**src/rtl/alluvial_mc.sv**
```systemverilog
// alluvial_mc: multi-cycle ALU sitting between the instruction decoder and the
// writeback stage. ADD/SUB/AND/OR/XOR complete in one cycle. MUL (shift-add)
// and DIV (restoring) take one bit per cycle, WIDTH cycles in BUSY.
//
// Ports
//   clk        rising-edge clock
//   rst        synchronous, active-high reset
//   in_valid   producer presents op/a/b
//   in_ready   block can accept an operation (IDLE and not in reset)
//   op         0=ADD 1=SUB 2=AND 3=OR 4=XOR 5=MUL 6=DIV, anything else illegal
//   a, b       unsigned operands
//   out_valid  result/error valid
//   out_ready  consumer takes the result
//   result     operation result
//   error      ADD carry, SUB borrow, MUL overflow, DIV by zero, illegal op
//
// state | meaning
// ------+---------------------------------------------------------------
// IDLE  | waiting for an operand transfer
// BUSY  | MUL/DIV iterating, one bit per cycle
// DONE  | result held on the outputs until out_ready
module alluvial_mc #(
   parameter int WIDTH    = 8,
   parameter int OP_WIDTH = 32
) (
   input  logic                clk,
   input  logic                rst,
   input  logic                in_valid,
   output logic                in_ready,
   input  logic [OP_WIDTH-1:0] op,
   input  logic [WIDTH-1:0]    a,
   input  logic [WIDTH-1:0]    b,
   output logic                out_valid,
   input  logic                out_ready,
   output logic [WIDTH-1:0]    result,
   output logic                error
);

   localparam int CNT_W = $clog2(WIDTH) + 1;

   localparam logic [OP_WIDTH-1:0] OP_ADD = OP_WIDTH'(0);
   localparam logic [OP_WIDTH-1:0] OP_SUB = OP_WIDTH'(1);
   localparam logic [OP_WIDTH-1:0] OP_AND = OP_WIDTH'(2);
   localparam logic [OP_WIDTH-1:0] OP_OR  = OP_WIDTH'(3);
   localparam logic [OP_WIDTH-1:0] OP_XOR = OP_WIDTH'(4);
   localparam logic [OP_WIDTH-1:0] OP_MUL = OP_WIDTH'(5);
   localparam logic [OP_WIDTH-1:0] OP_DIV = OP_WIDTH'(6);

   typedef enum logic [1:0] {
      IDLE = 2'd0,
      BUSY = 2'd1,
      DONE = 2'd2
   } state_t;

   state_t state, state_next;

   logic [CNT_W-1:0] cnt;
   logic             mul_q;
   logic [WIDTH-1:0] a_q;
   logic [WIDTH-1:0] b_q;
   // work_hi: MUL partial-product high half / DIV partial remainder
   // work_lo: MUL multiplier shifting out / DIV dividend in, quotient out
   logic [WIDTH-1:0] work_hi;
   logic [WIDTH-1:0] work_lo;

   logic             accept;
   logic             op_iter;
   logic             last_iter;
   logic [WIDTH:0]   add_sum;
   logic [WIDTH:0]   sub_diff;
   logic [WIDTH-1:0] single_res;
   logic             single_err;

   logic [WIDTH:0]   mul_sum;
   logic [WIDTH-1:0] mul_hi_nx;
   logic [WIDTH-1:0] mul_lo_nx;
   logic [WIDTH:0]   div_shift;
   logic             div_ge;
   logic [WIDTH-1:0] div_sub;
   logic [WIDTH-1:0] div_hi_nx;
   logic [WIDTH-1:0] div_lo_nx;
   logic [WIDTH-1:0] iter_hi_nx;
   logic [WIDTH-1:0] iter_lo_nx;

   assign in_ready  = (state == IDLE) && !rst;
   assign accept    = in_valid && in_ready;
   // Divide by zero is resolved at accept, so only real work enters BUSY
   assign op_iter   = (op == OP_MUL) || ((op == OP_DIV) && (b != '0));
   assign last_iter = (cnt == CNT_W'(WIDTH - 1));

   always_ff @(posedge clk) begin
      if (rst) begin
         state <= IDLE;
      end else begin
         state <= state_next;
      end
   end

   always_comb begin
      state_next = state;
      case (state)
         IDLE: begin
            if (accept) begin
               state_next = op_iter ? BUSY : DONE;
            end
         end
         BUSY: begin
            if (last_iter) begin
               state_next = DONE;
            end
         end
         DONE: begin
            if (out_ready) begin
               state_next = IDLE;
            end
         end
         default: state_next = IDLE;
      endcase
   end

   always_comb begin
      add_sum    = {1'b0, a} + {1'b0, b};
      sub_diff   = {1'b0, a} - {1'b0, b};
      single_res = '0;
      single_err = 1'b0;
      case (op)
         OP_ADD: begin
            single_res = add_sum[WIDTH-1:0];
            single_err = add_sum[WIDTH];
         end
         OP_SUB: begin
            single_res = sub_diff[WIDTH-1:0];
            single_err = sub_diff[WIDTH];
         end
         OP_AND: single_res = a & b;
         OP_OR:  single_res = a | b;
         OP_XOR: single_res = a ^ b;
         OP_DIV: begin
            single_res = '1;
            single_err = 1'b1;
         end
         OP_MUL: begin
            single_res = '0;
            single_err = 1'b0;
         end
         default: begin
            single_res = '0;
            single_err = 1'b1;
         end
      endcase
   end

   always_comb begin
      mul_sum   = {1'b0, work_hi} + (work_lo[0] ? {1'b0, a_q} : '0);
      mul_hi_nx = mul_sum[WIDTH:1];
      mul_lo_nx = {mul_sum[0], work_lo[WIDTH-1:1]};

      div_shift = {work_hi, work_lo[WIDTH-1]};
      div_ge    = (div_shift >= {1'b0, b_q});
      // When div_ge holds the difference is below b, so the low WIDTH bits suffice
      div_sub   = div_shift[WIDTH-1:0] - b_q;
      div_hi_nx = div_ge ? div_sub : div_shift[WIDTH-1:0];
      div_lo_nx = {work_lo[WIDTH-2:0], div_ge};

      iter_hi_nx = mul_q ? mul_hi_nx : div_hi_nx;
      iter_lo_nx = mul_q ? mul_lo_nx : div_lo_nx;
   end

   always_ff @(posedge clk) begin
      if (rst) begin
         cnt       <= '0;
         mul_q     <= 1'b0;
         a_q       <= '0;
         b_q       <= '0;
         work_hi   <= '0;
         work_lo   <= '0;
         result    <= '0;
         error     <= 1'b0;
         out_valid <= 1'b0;
      end else begin
         out_valid <= (state_next == DONE);
         case (state)
            IDLE: begin
               if (accept) begin
                  cnt     <= '0;
                  mul_q   <= (op == OP_MUL);
                  a_q     <= a;
                  b_q     <= b;
                  work_hi <= '0;
                  work_lo <= (op == OP_MUL) ? b : a;
                  if (!op_iter) begin
                     result <= single_res;
                     error  <= single_err;
                  end
               end
            end
            BUSY: begin
               cnt     <= cnt + CNT_W'(1);
               work_hi <= iter_hi_nx;
               work_lo <= iter_lo_nx;
               if (last_iter) begin
                  result <= iter_lo_nx;
                  error  <= mul_q ? (iter_hi_nx != '0) : 1'b0;
               end
            end
            default: ;
         endcase
      end
   end

endmodule
```
**config.mk**
```make
export PLATFORM = sky130hd
export DESIGN_NAME = alluvial_mc
export DESIGN_NICKNAME = d
export VERILOG_FILES = /design/src/rtl/alluvial_mc.sv
export SDC_FILE = /design/constraint.sdc
export NUM_CORES = 1
export LEC_CHECK = 0
export CAP_MARGIN = 20
export CORE_MARGIN = 2
export CORE_UTILIZATION = 49
export CTS_BUF_LIST = sky130_fd_sc_hd__clkbuf_16
export CTS_CLUSTER_DIAMETER = 30
export DETAILED_ROUTE_END_ITERATION = 12
export PLACE_DENSITY_LB_ADDON = 0.25
export RECOVER_POWER = 25
export SLEW_MARGIN = 20
export SYNTH_ARGS = -nofsm -noshare
export SYNTH_HDL_FRONTEND = slang
export SYNTH_SLANG_ARGS = --single-unit
```
**constraint.sdc**
```tcl
create_clock -name clk -period 2.8 [get_ports clk]
set_input_delay 0.56 -clock clk [delete_from_list [all_inputs] [get_ports clk]]
set_output_delay 0.56 -clock clk [all_outputs]
set_load 0.01 [all_outputs]
```
==> summary.txt, run 1 <==
Run status
  • Run status: finished clean

Synth
  • EDFF count, synth: 0
  • Netlist Area Pre-Place: 0.004436 sq mm
  • Post-Syn Instances: 586
  • Synth Flop Type: dfxtp_1
  • Asr flop ratio synth: 0
  • Post-synthesis sequential area ratio: 0.2212
  • Mapped Nets: 683
  • Distinct cells, synth: 68
  • Synthesis Warnings: 0
  • Yosys reg bits: 49
  • Syn avg cell area: 7.569 sq um

Drt
  • TritonRoute pass-1 iters: 5
  • Met3 WL: 972 um
  • Routed Antenna Nets: 0
  • DRC: 0
  • Via count: 4961
  • Met1 WL: 5.871 mm
  • Via density: 6.006
  • WL final: 14.58 mm
  • DR WL/cell: 17.65 um
  • Top Layer Used: met4
  • DR iter-0 viols: 318
  • Routed wl met2: 7.244 mm

Worst setup path
  • Crit Path Category: reg2reg
  • FF-to-FF End: error
  • WP data required: 2.96 ns
  • Crit path launch type: flop
  • FF-to-FF Start: b_q[4]
  • Register-to-Register Path Depth: 10
  • CP Max Fanout: 4
  • Endpoint class of the critical path: flop
  • Data arrival time of the critical path: 2.93 ns
  • R2R setup slack: 0.03 ns

Floorplanning
  • Area of the core: 0.008763 sq mm
  • # IOs: 63
  • Die height: 99.14 um
  • Die width: 99.14 um
  • Initial Utilization: 0.5061
  • Num rows: 34
  • Die footprint: 0.009829 sq mm

Global route
  • Initial antenna violation count: 0
  • GR Overflow Total: 0
  • GRT Total Usage: 0.2905
  • Vias in the first global route: 4818
  • First-pass GRT wire length: 23.23 mm
  • Pin count of the biggest net entering global routing: 50

Worst hold path
  • Worst Hold Endpoint: a_q[3]
  • Hold depth: 2
  • Worst Hold Class: reg2reg
  • Hold Crit Start: a_q[3]

Placed design
  • Port Buffer Count: 62
  • DPL Wire Length: 11.08 mm
  • Setup WS pre-CTS: -0.4381 ns
  • GPL Wtd Cong: 1.011

Timing
  • Setup Skew: 0.006208 ns
  • Final hold slack: 0.4606 ns
  • Ratio of final minimum period to clock period: 0.9889
  • RSZ-0062 raised after global routing: true
  • Max Slew Vio Count: 0
  • Slew HR: 0.4309
  • Final worst setup slack: 0.03120 ns
  • Final setup viols: 0
  • Min Tclk post-route: 2.769 ns
  • Hold Fails Final Rpt: 0
  • Fmax achieved: 361.2 MHz
  • Slew @ Worst Pin: 0.8537 ns

Clocking
  • CTS Root Cell: clkbuf_16
  • Clock sinks: 49
  • CTS buffer count: 5
  • Clk slew on worst S/H paths: 0.07 ns
  • Clk_lat worst skew: 0.29 ns
  • H-tree depth: 2
  • Clock tree buffer depth: 2
  • CTS tree: done

Pwr
  • PD cells: 329.4 mW/mm^2
  • Leakage: 2.629 nW
  • VDD IR max: 0.2482 mV
  • Total power draw: 2.021 mW

Run
  • Max-cap viol count: 0

Final layout
  • Final core utilization: 0.7000
  • Commonest non-fill, non-tap cell in the layout: buf_4
  • Post-layout net count: 814
  • Area occupied by multi-input gates: 0.003356 sq mm
  • Layout area overhead: 38.31%
  • Sequential cell area: 988.4 sq um
  • Share of cells above drive strength 1: 0.2214
  • Commonest non-fill, non-tap cells in the layout: buf_4 (91), nand2_1 (72), clkdlybuf4s50_1 (51)
  • Number of antenna diodes: 0
  • Fill count: 730
==> sequential cells by signal, indices dropped and copies added, names as in the netlist <==
register / cells
a_q: 8
b_q: 8
result: 8
work_hi: 8
work_lo: 8
cnt: 4
state: 2
error: 1
mul_q: 1
out_valid: 1
==> critical path, cell delays in order, from the launching register on <==
cell      delay, ns
dfxtp_2        0.33
inv_2          0.05
ha_4           0.27
o211ai_1       0.12
or4b_4         0.61
o21a_4         0.26
o311ai_4       0.30
nand4_1        0.15
nor4_2         0.31
buf_4          0.17
o22ai_1        0.06
==> cell usage after synthesis (3+ instances only) <==
cell	instances	area share
nand2_1	72	0.061
dfxtp_1	49	0.22
a21oi_1	47	0.053
inv_1	44	0.037
ha_1	41	0.12
nor2_1	32	0.027
clkbuf_1	27	0.023
o21ai_0	24	0.027
mux2i_1	21	0.047
nand3_1	17	0.019
nor3_1	15	0.017
nand2b_1	11	0.016
nor2b_1	11	0.016
nor4_1	11	0.016
a211oi_1	10	0.017
a21o_1	10	0.017
o21ai_1	10	0.011
and2_1	8	0.011
a31oi_1	7	0.0099
nand3b_1	7	0.012
and3_1	6	0.0085
nand4_1	6	0.0085
o21a_1	6	0.010
xor2_1	6	0.012
o2111ai_1	5	0.0099
buf_2	4	0.0045
fa_1	4	0.018
o211ai_1	4	0.0068
o22ai_1	4	0.0056
a2111oi_0	3	0.0059
a311oi_1	3	0.0059
o21bai_1	3	0.0051
o221ai_1	3	0.0059
o2bb2ai_1	3	0.0059
o311a_1	3	0.0068
o31ai_1	3	0.0051
or3_1	3	0.0042
xnor2_1	3	0.0059
==> cells by family (layout without fill, tap and decap cells) <==
| family | Yosys count | count (layout) | synth area share |
|---|---|---|---|
| compound gates | 172 | 172 | 0.2646 |
| xor+xnor | 9 | 9 | 0.01777 |
| fa+ha+maj | 45 | 45 | 0.1337 |
| buf+inv | 76 | 208 | 0.06629 |
| flops | 49 | 49 | 0.2212 |
| mux | 23 | 23 | 0.05247 |
| simple gates | 212 | 212 | 0.2440 |
==> how the worst max path moves through the flow <==
stage | to | depth (start not counted) | slack (ns) | from
floorplan | result[6] | 9 | 0.27 | a[0]
global placement | result[7] | 11 | -0.40 | a[1]
detailed placement | result[7] | 11 | -0.44 | a[1]
CTS | error | 12 | -0.05 | work_lo[7]
global route | error | 10 | -0.06 | b_q[4]
finish | error | 10 | 0.03 | b_q[4]
==> power by group <==
| group | leakage [nW] | internal [mW] | total (mW) | switching [mW] |
|---|---|---|---|---|
| combinational | 2.15 | 0.345 | 0.679 | 0.335 |
| sequential | 0.401 | 0.720 | 0.736 | 0.0159 |
| clock | 0.0754 | 0.330 | 0.605 | 0.275 |
==> layer usage <==
metal  track usage  vias to the layer above
li1              -                     2377
met1        0.3661                     2326
met2        0.5088                      220
met3       0.03514                       38
met4        0.1075                        0
met5             0                        -
==> metrics by stage <==
stage	TNS, ns	instances	instance area [sq um]
after CTS	-0.05483	821	5921
after global placement	-1.461	813	5743
after global routing	-0.07613	826	6135
after floorplan	0	586	4436
final	0	826	6135
after detailed placement	-2.127	813	5743
==> cell type report <==
| cell class | count | share of cell area |
|---|---|---|
| clock buffers | 5 | 0.02040 |
| clock inverters | 3 | 0.002855 |
| inverters | 44 | 0.02692 |
| multi-input cells | 461 | 0.5470 |
| flip-flops and latches | 49 | 0.1611 |
| well taps | 108 | 0.02203 |
| repair buffers | 156 | 0.2197 |
==> what timing repair did <==
item,in CTS,in global routing
setup buffers,0,5
pin swaps,0,13
hold buffers,0,0
resized for setup,7,46
setup endpoints to repair,3,9
(Power assumes the default switching activity.)
==> inputs of run 2 (changes only) <==
- ABC_AREA: not set -> 1
- HOLD_SLACK_MARGIN: not set -> 0.15
==> summary.txt, run 2 <==
Synth
  • Most frequent cell after synthesis: nand2_1 (unchanged)
  • Asr flop ratio synth: 0 (unchanged)
  • Synth top area share: 0.2160 (was 0.2212)
  • Yosys reg bits: 49 (unchanged)
  • Post-synthesis sequential area ratio: 0.2160 (was 0.2212)
  • Synth area leader: dfxtp_1 (unchanged)
  • Synth top area cells: dfxtp_1 (22%), nand2_1 (13%), ha_1 (11%) (was dfxtp_1 (22%), ha_1 (12%), nand2_1 (6.1%))
  • Mapped Nets: 821 (was 683)
  • Distinct cells, synth: 46 (was 68)
  • Netlist Area Pre-Place: 0.004542 sq mm (was 0.004436 sq mm)
  • Synth top cells by count: nand2_1 (153), inv_1 (109), a21oi_1 (71) (was nand2_1 (72), dfxtp_1 (49), a21oi_1 (47))
  • Synth Flop Type: dfxtp_1 (unchanged)
  • Synthesis Warnings: 0 (unchanged)
  • Syn avg cell area: 6.273 sq um (was 7.569 sq um)
  • EDFF count, synth: 0 (unchanged)
  • Post-Syn Instances: 724 (was 586)

Placed design
  • DPL Wire Length: 11.59 mm (was 11.08 mm)
  • Port Buffer Count: 62 (unchanged)
  • GPL Wtd Cong: 0.9782 (was 1.011)
  • Post-DP Area: 0.005469 sq mm (was 0.005743 sq mm)
  • Setup WS pre-CTS: -0.04905 ns (was -0.4381 ns)

Worst setup path
  • Crit path launch type: input pin (was flop)
  • WP data required: 3.00 ns (was 2.96 ns)
  • CP max stage delay: 0.49 ns (was 0.61 ns)
  • CP cell instances: clkdlybuf4s50_1, ha_1, fa_1, nand3_1, nand2_1, nand2_1, nand2_1, a21oi_2, or2_2, nand3_1, nand4_1, nand2_1, a21oi_1 (was inv_2, ha_4, o211ai_1, or4b_4, o21a_4, o311ai_4, nand4_1, nor4_2, buf_4, o22ai_1)
  • Crit-path slowest cell: clkdlybuf4s50_1 (was or4b_4)
  • Crit Path Category: in2reg (was reg2reg)
  • CP Max Fanout: 4 (unchanged)
  • FF-to-FF Start: work_lo[7] (was b_q[4])
  • FF-to-FF End: error (unchanged)
  • R2R setup slack: 0.39 ns (was 0.03 ns)
  • Family with the most delay on the worst path: simple AND/OR/NAND/NOR gates (unchanged)
  • CP bufs+invs: 1 (was 2)
  • Endpoint class of the critical path: flop (unchanged)
  • CP dominant cell by count: nand2_1
  • Register-to-Register Path Depth: 17 (was 10)
  • Data arrival time of the critical path: 2.84 ns (was 2.93 ns)
  • CP startpoint: b[0] (was b_q[4])

Worst hold path
  • Hold Crit Start: b_q[2] (was a_q[3])
  • Worst Hold Class: reg2reg (unchanged)
  • Hold depth: 2 (unchanged)
  • Worst Hold Endpoint: b_q[2] (was a_q[3])

Global route
  • First-pass GRT wire length: 23.69 mm (was 23.23 mm)
  • Initial antenna violation count: 0 (unchanged)
  • Vias in the first global route: 4930 (was 4818)
  • GR Overflow Total: 0 (unchanged)
  • Pin count of the biggest net entering global routing: 37 (was 50)
  • GRT Total Usage: 0.2936 (was 0.2905)

Floorplanning
  • # IOs: 63 (unchanged)
  • Die width: 100.3 um (was 99.14 um)
  • Num rows: 35 (was 34)
  • Die footprint: 0.01006 sq mm (was 0.009829 sq mm)
  • Area of the core: 0.009109 sq mm (was 0.008763 sq mm)
  • Initial Utilization: 0.4986 (was 0.5061)
  • Die height: 100.3 um (was 99.14 um)

Final layout
  • Commonest non-fill, non-tap cell in the layout: nand2_1 (was buf_4)
  • Post-layout net count: 906 (was 814)
  • Number of antenna diodes: 0 (unchanged)
  • Layout area overhead: 23.66% (was 38.31%)
  • Final core utilization: 0.6166 (was 0.7000)
  • Share of cells above drive strength 1: 0.09630 (was 0.2214)
  • Commonest non-fill, non-tap cells in the layout: nand2_1 (152), inv_1 (109), a21oi_1 (70) (was buf_4 (91), nand2_1 (72), clkdlybuf4s50_1 (51))
  • Final Cell Area: 0.005617 sq mm (was 0.006135 sq mm)

Clocking
  • Clock sinks: 49 (unchanged)
  • CTS Root Cell: clkbuf_16 (unchanged)
  • CTS buffer count: 5 (unchanged)
  • Clk slew on worst S/H paths: 0.07 ns (about the same)
  • Clk_lat worst skew: 0.29 ns (about the same)
  • Clock tree buffer depth: 2 (unchanged)
  • CTS tree: done (unchanged)
  • H-tree depth: 2 (unchanged)
  • Post-CTS Setup Bufs: 0 (unchanged)

Timing
  • TNS Setup: 0 ns (unchanged)
  • Final worst setup slack: 0.1682 ns (was 0.03120 ns)
  • Hold Fails Final Rpt: 0 (unchanged)
  • Slew HR: 0.1745 (was 0.4309)
  • Fmax achieved: 380.0 MHz (was 361.2 MHz)
  • Max Slew Vio Count: 0 (unchanged)
  • Final setup viols: 0 (unchanged)
  • Setup Skew: 0.01286 ns (was 0.006208 ns)
  • RSZ-0062 raised after global routing: true (unchanged)
  • Ratio of final minimum period to clock period: 0.9399 (was 0.9889)
  • Slew @ Worst Pin: 1.238 ns (was 0.8537 ns)
  • Min Tclk post-route: 2.632 ns (was 2.769 ns)

Drt
  • TritonRoute pass-1 iters: 6 (was 5)
  • DRC: 0 (unchanged)
  • Via count: 5051 (was 4961)
  • WL final: 14.11 mm (was 14.58 mm)
  • DR iter-0 viols: 357 (was 318)
  • Routed Antenna Nets: 0 (unchanged)
  • Via density: 5.484 (was 6.006)
  • DR WL/cell: 15.32 um (was 17.65 um)

Pwr
  • Total power draw: 1.980 mW (was 2.021 mW)
  • VDD IR max: 0.2671 mV (was 0.2482 mV)
  • Leakage: 2.801 nW (was 2.629 nW)
  • PD cells: 352.5 mW/mm^2 (was 329.4 mW/mm^2)

Run
  • Max-cap viol count: 0 (unchanged)

Run status
  • Run status: finished clean (unchanged)
run 2: worst max path at each step:
stage / to / slack (ns) / cells after the start
2_1_floorplan: result[5] / 0.63 / 9
3_3_place_gp: result[6] / -0.04 / 13
3_5_place_dp: result[5] / -0.05 / 10
4_1_cts: result[6] / 0.17 / 13
5_1_grt: result[5] / -0.01 / 10
6_report: result[6] / 0.17 / 13
run 2: where the power goes:
part           internal, mW  switching [mW]
Sequential            0.732          0.0188
Clock                 0.329           0.275
Combinational         0.264           0.361
run 2: logic make-up (layout without fill, tap and decap cells):
| family | count (synthesis) | count (layout) | share of synthesized area |
|---|---|---|---|
| simple gates | 329 | 329 | 0.3306 |
| compound gates | 159 | 159 | 0.1939 |
| buf+inv | 137 | 223 | 0.1193 |
| flops | 49 | 49 | 0.2160 |
| fa+ha+maj | 45 | 45 | 0.1306 |
| xor+xnor | 5 | 5 | 0.009641 |
run 2: metal layers:
layer	part of all wire	global-route usage	up-vias
li1	-	-	2556
met5	0	0	-
met3	0.058	0.03760	53
met1	0.41	0.3604	2242
met2	0.47	0.5065	200
met4	0.054	0.1423	0
run 2: repair_timing:
action,4_1_cts,5_1_grt
endpoints found under the setup margin,0,4
hold buffers,0,0
resized for setup,0,3
run 2: area by class of cell:
class                      count  area (sq um)
clock buffer                   5         125.1
multi-input combinational    538          3028
fill                         880          3492
sequential                    49         980.9
inverter                     117         439.2
timing repair buffer          98         887.1
tap                          111         138.9
clock inverter                 3         17.52
run 2: per-stage QoR:
step / cells / hold slack [ns]
floorplan: 724 / 0.4353
global placement: 913 / 0.4494
detailed placement: 913 / 0.4561
CTS: 921 / 0.4655
global route: 921 / 0.4814
finish: 921 / 0.4630
run 2: worst min-delay path, cell delays in order, from the launching register on:
cell     delay, ns
dfxtp_1       0.30
inv_1         0.06
a21oi_1       0.06
==> inputs of run 3 (changes only) <==
- RECOVER_POWER: 25 -> 100
==> summary.txt, run 3 (synthesis results as in run 2) <==
Clocking
  • Cts-stage hold buffer count: 0 (unchanged)
  • Clk slew on worst S/H paths: 0.07 ns (about the same)
  • H-tree depth: 2 (unchanged)
  • Clock sinks: 49 (unchanged)
  • Post-CTS Setup Bufs: 0 (unchanged)
  • CTS tree: done (unchanged)
  • CTS buffer count: 5 (unchanged)
  • Clk_lat worst skew: 0.29 ns (about the same)
  • CTS-repair resized insts: 0 (unchanged)
  • Clock tree buffer depth: 2 (unchanged)
  • CTS Root Cell: clkbuf_16 (unchanged)

Worst setup path
  • Crit path launch type: input pin (unchanged)
  • Data arrival time of the critical path: 2.84 ns (about the same)
  • CP Max Fanout: 4 (unchanged)
  • Crit Path Category: in2reg (unchanged)
  • Endpoint class of the critical path: flop (unchanged)
  • WP data required: 3.01 ns (was 3.00 ns)

Run
  • Max-cap viol count: 0 (unchanged)

Global route
  • GRT Total Usage: 0.2936 (unchanged)
  • Pin count of the biggest net entering global routing: 37 (unchanged)
  • First-pass GRT wire length: 23.69 mm (unchanged)
  • Initial antenna violation count: 0 (unchanged)
  • Vias in the first global route: 4930 (unchanged)
  • GR Overflow Total: 0 (unchanged)

Floorplanning
  • Die height: 100.3 um (unchanged)
  • # IOs: 63 (unchanged)
  • Die width: 100.3 um (unchanged)
  • Area of the core: 0.009109 sq mm (unchanged)
  • Num rows: 35 (unchanged)
  • Initial Utilization: 0.4986 (unchanged)
  • Die footprint: 0.01006 sq mm (unchanged)

Timing
  • Final setup viols: 0 (unchanged)
  • Ratio of final minimum period to clock period: 0.9387 (was 0.9399)
  • Slew @ Worst Pin: 1.261 ns (was 1.238 ns)
  • RSZ-0062 raised after global routing: true (unchanged)
  • TNS Setup: 0 ns (unchanged)
  • Fmax achieved: 380.5 MHz (was 380.0 MHz)
  • Max Slew Vio Count: 0 (unchanged)
  • Slew HR: 0.1590 (was 0.1745)
  • Min Tclk post-route: 2.628 ns (was 2.632 ns)
  • Setup Skew: 0.01294 ns (was 0.01286 ns)
  • Hold Fails Final Rpt: 0 (unchanged)

Placed design
  • Placed Cells: 913 (unchanged)
  • GPL Wtd Cong: 0.9782 (unchanged)
  • DPL Wire Length: 11.59 mm (unchanged)
  • Port Buffer Count: 62 (unchanged)

Pwr
  • VDD IR max: 0.2670 mV (was 0.2671 mV)
  • Leakage: 2.811 nW (was 2.801 nW)
  • PD cells: 353.1 mW/mm^2 (was 352.5 mW/mm^2)

Drt
  • DR WL/cell: 15.41 um (was 15.32 um)
  • TritonRoute pass-1 iters: 5 (was 6)
  • DR iter-0 viols: 349 (was 357)
  • WL final: 14.19 mm (was 14.11 mm)
  • DRC: 0 (unchanged)
  • Routed Antenna Nets: 0 (unchanged)
  • Via count: 5060 (was 5051)
  • Via density: 5.494 (was 5.484)

Final layout
  • Commonest non-fill, non-tap cells in the layout: nand2_1 (152), inv_1 (109), a21oi_1 (70) (unchanged)
  • Post-layout net count: 906 (unchanged)
  • Non-Filler Instances: 921 (unchanged)
  • Commonest non-fill, non-tap cell in the layout: nand2_1 (unchanged)
  • Number of antenna diodes: 0 (unchanged)
  • Layout area overhead: 23.39% (was 23.66%)
  • Final core utilization: 0.6152 (was 0.6166)
  • Share of cells above drive strength 1: 0.09259 (was 0.09630)

Worst hold path
  • Worst Hold Class: reg2reg (unchanged)

Run status
  • Run status: finished clean (unchanged)
-- run 3: cell types whose count changed in the layout (fill, tap and decap cells not counted) --
cell             previous run  this run
buf_4                      35        33
clkbuf_1                    1         3
clkdlybuf4s50_1            58        51
dlygate4sd3_1               4        11
nand3_1                    58        59
nand3_2                     3         2
-- run 3: report_power, final --
part / switching [mW] / internal (mW) / total (mW)
Sequential: 0.0186 / 0.732 / 0.750
Combinational: 0.362 / 0.260 / 0.622
Clock: 0.277 / 0.329 / 0.606
-- run 3: cell type report --
type | instances | area, sq um
inverters | 117 | 439.2
clock buffers | 5 | 125.1
flip-flops and latches | 49 | 980.9
multi-input cells | 538 | 3023
repair buffers | 98 | 879.6
clock inverters | 3 | 17.52
well taps | 111 | 138.9
fillers | 885 | 3505
-- run 3: worst paths after layout --
kind	slack, ns	endpoint	depth (start not counted)	from
hold reg to reg	0.46	b_q[2]	2	b_q[2]
setup / recovery	0.17	result[6]	13	b[0]
hold / removal	0.46	b_q[2]	2	b_q[2]
setup reg to reg	0.39	error	17	work_lo[7]
-- run 3: routing by layer --
metal,GRT usage,wire (um)
met5,0,0
met4,0.1423,685
met3,0.03760,760
met2,0.5065,6798
met1,0.3604,5946
-- run 3: metrics by stage --
step / instance area (sq um) / power, mW / hold WS (ns) / setup WS, ns
detailed placement: 5469 / 1.382 / 0.4561 / -0.04905
finish: 5604 / 1.979 / 0.4631 / 0.1716
CTS: 5612 / 1.983 / 0.4655 / 0.1722
floorplan: 4542 / 1.133 / 0.4353 / 0.6256
global route: 5604 / 2.098 / 0.4814 / -0.01054
global placement: 5469 / 1.373 / 0.4494 / -0.04337
-- run 3: critical path, cell delays in order --
cell             delay, ns
clkdlybuf4s50_1       0.49
ha_1                  0.26
fa_1                  0.43
nand3_1               0.14
nand2_1               0.10
nand2_1               0.09
nand2_1               0.07
a21oi_2               0.18
or2_2                 0.14
nand3_1               0.06
nand4_1               0.10
nand2_1               0.07
a21oi_1               0.16
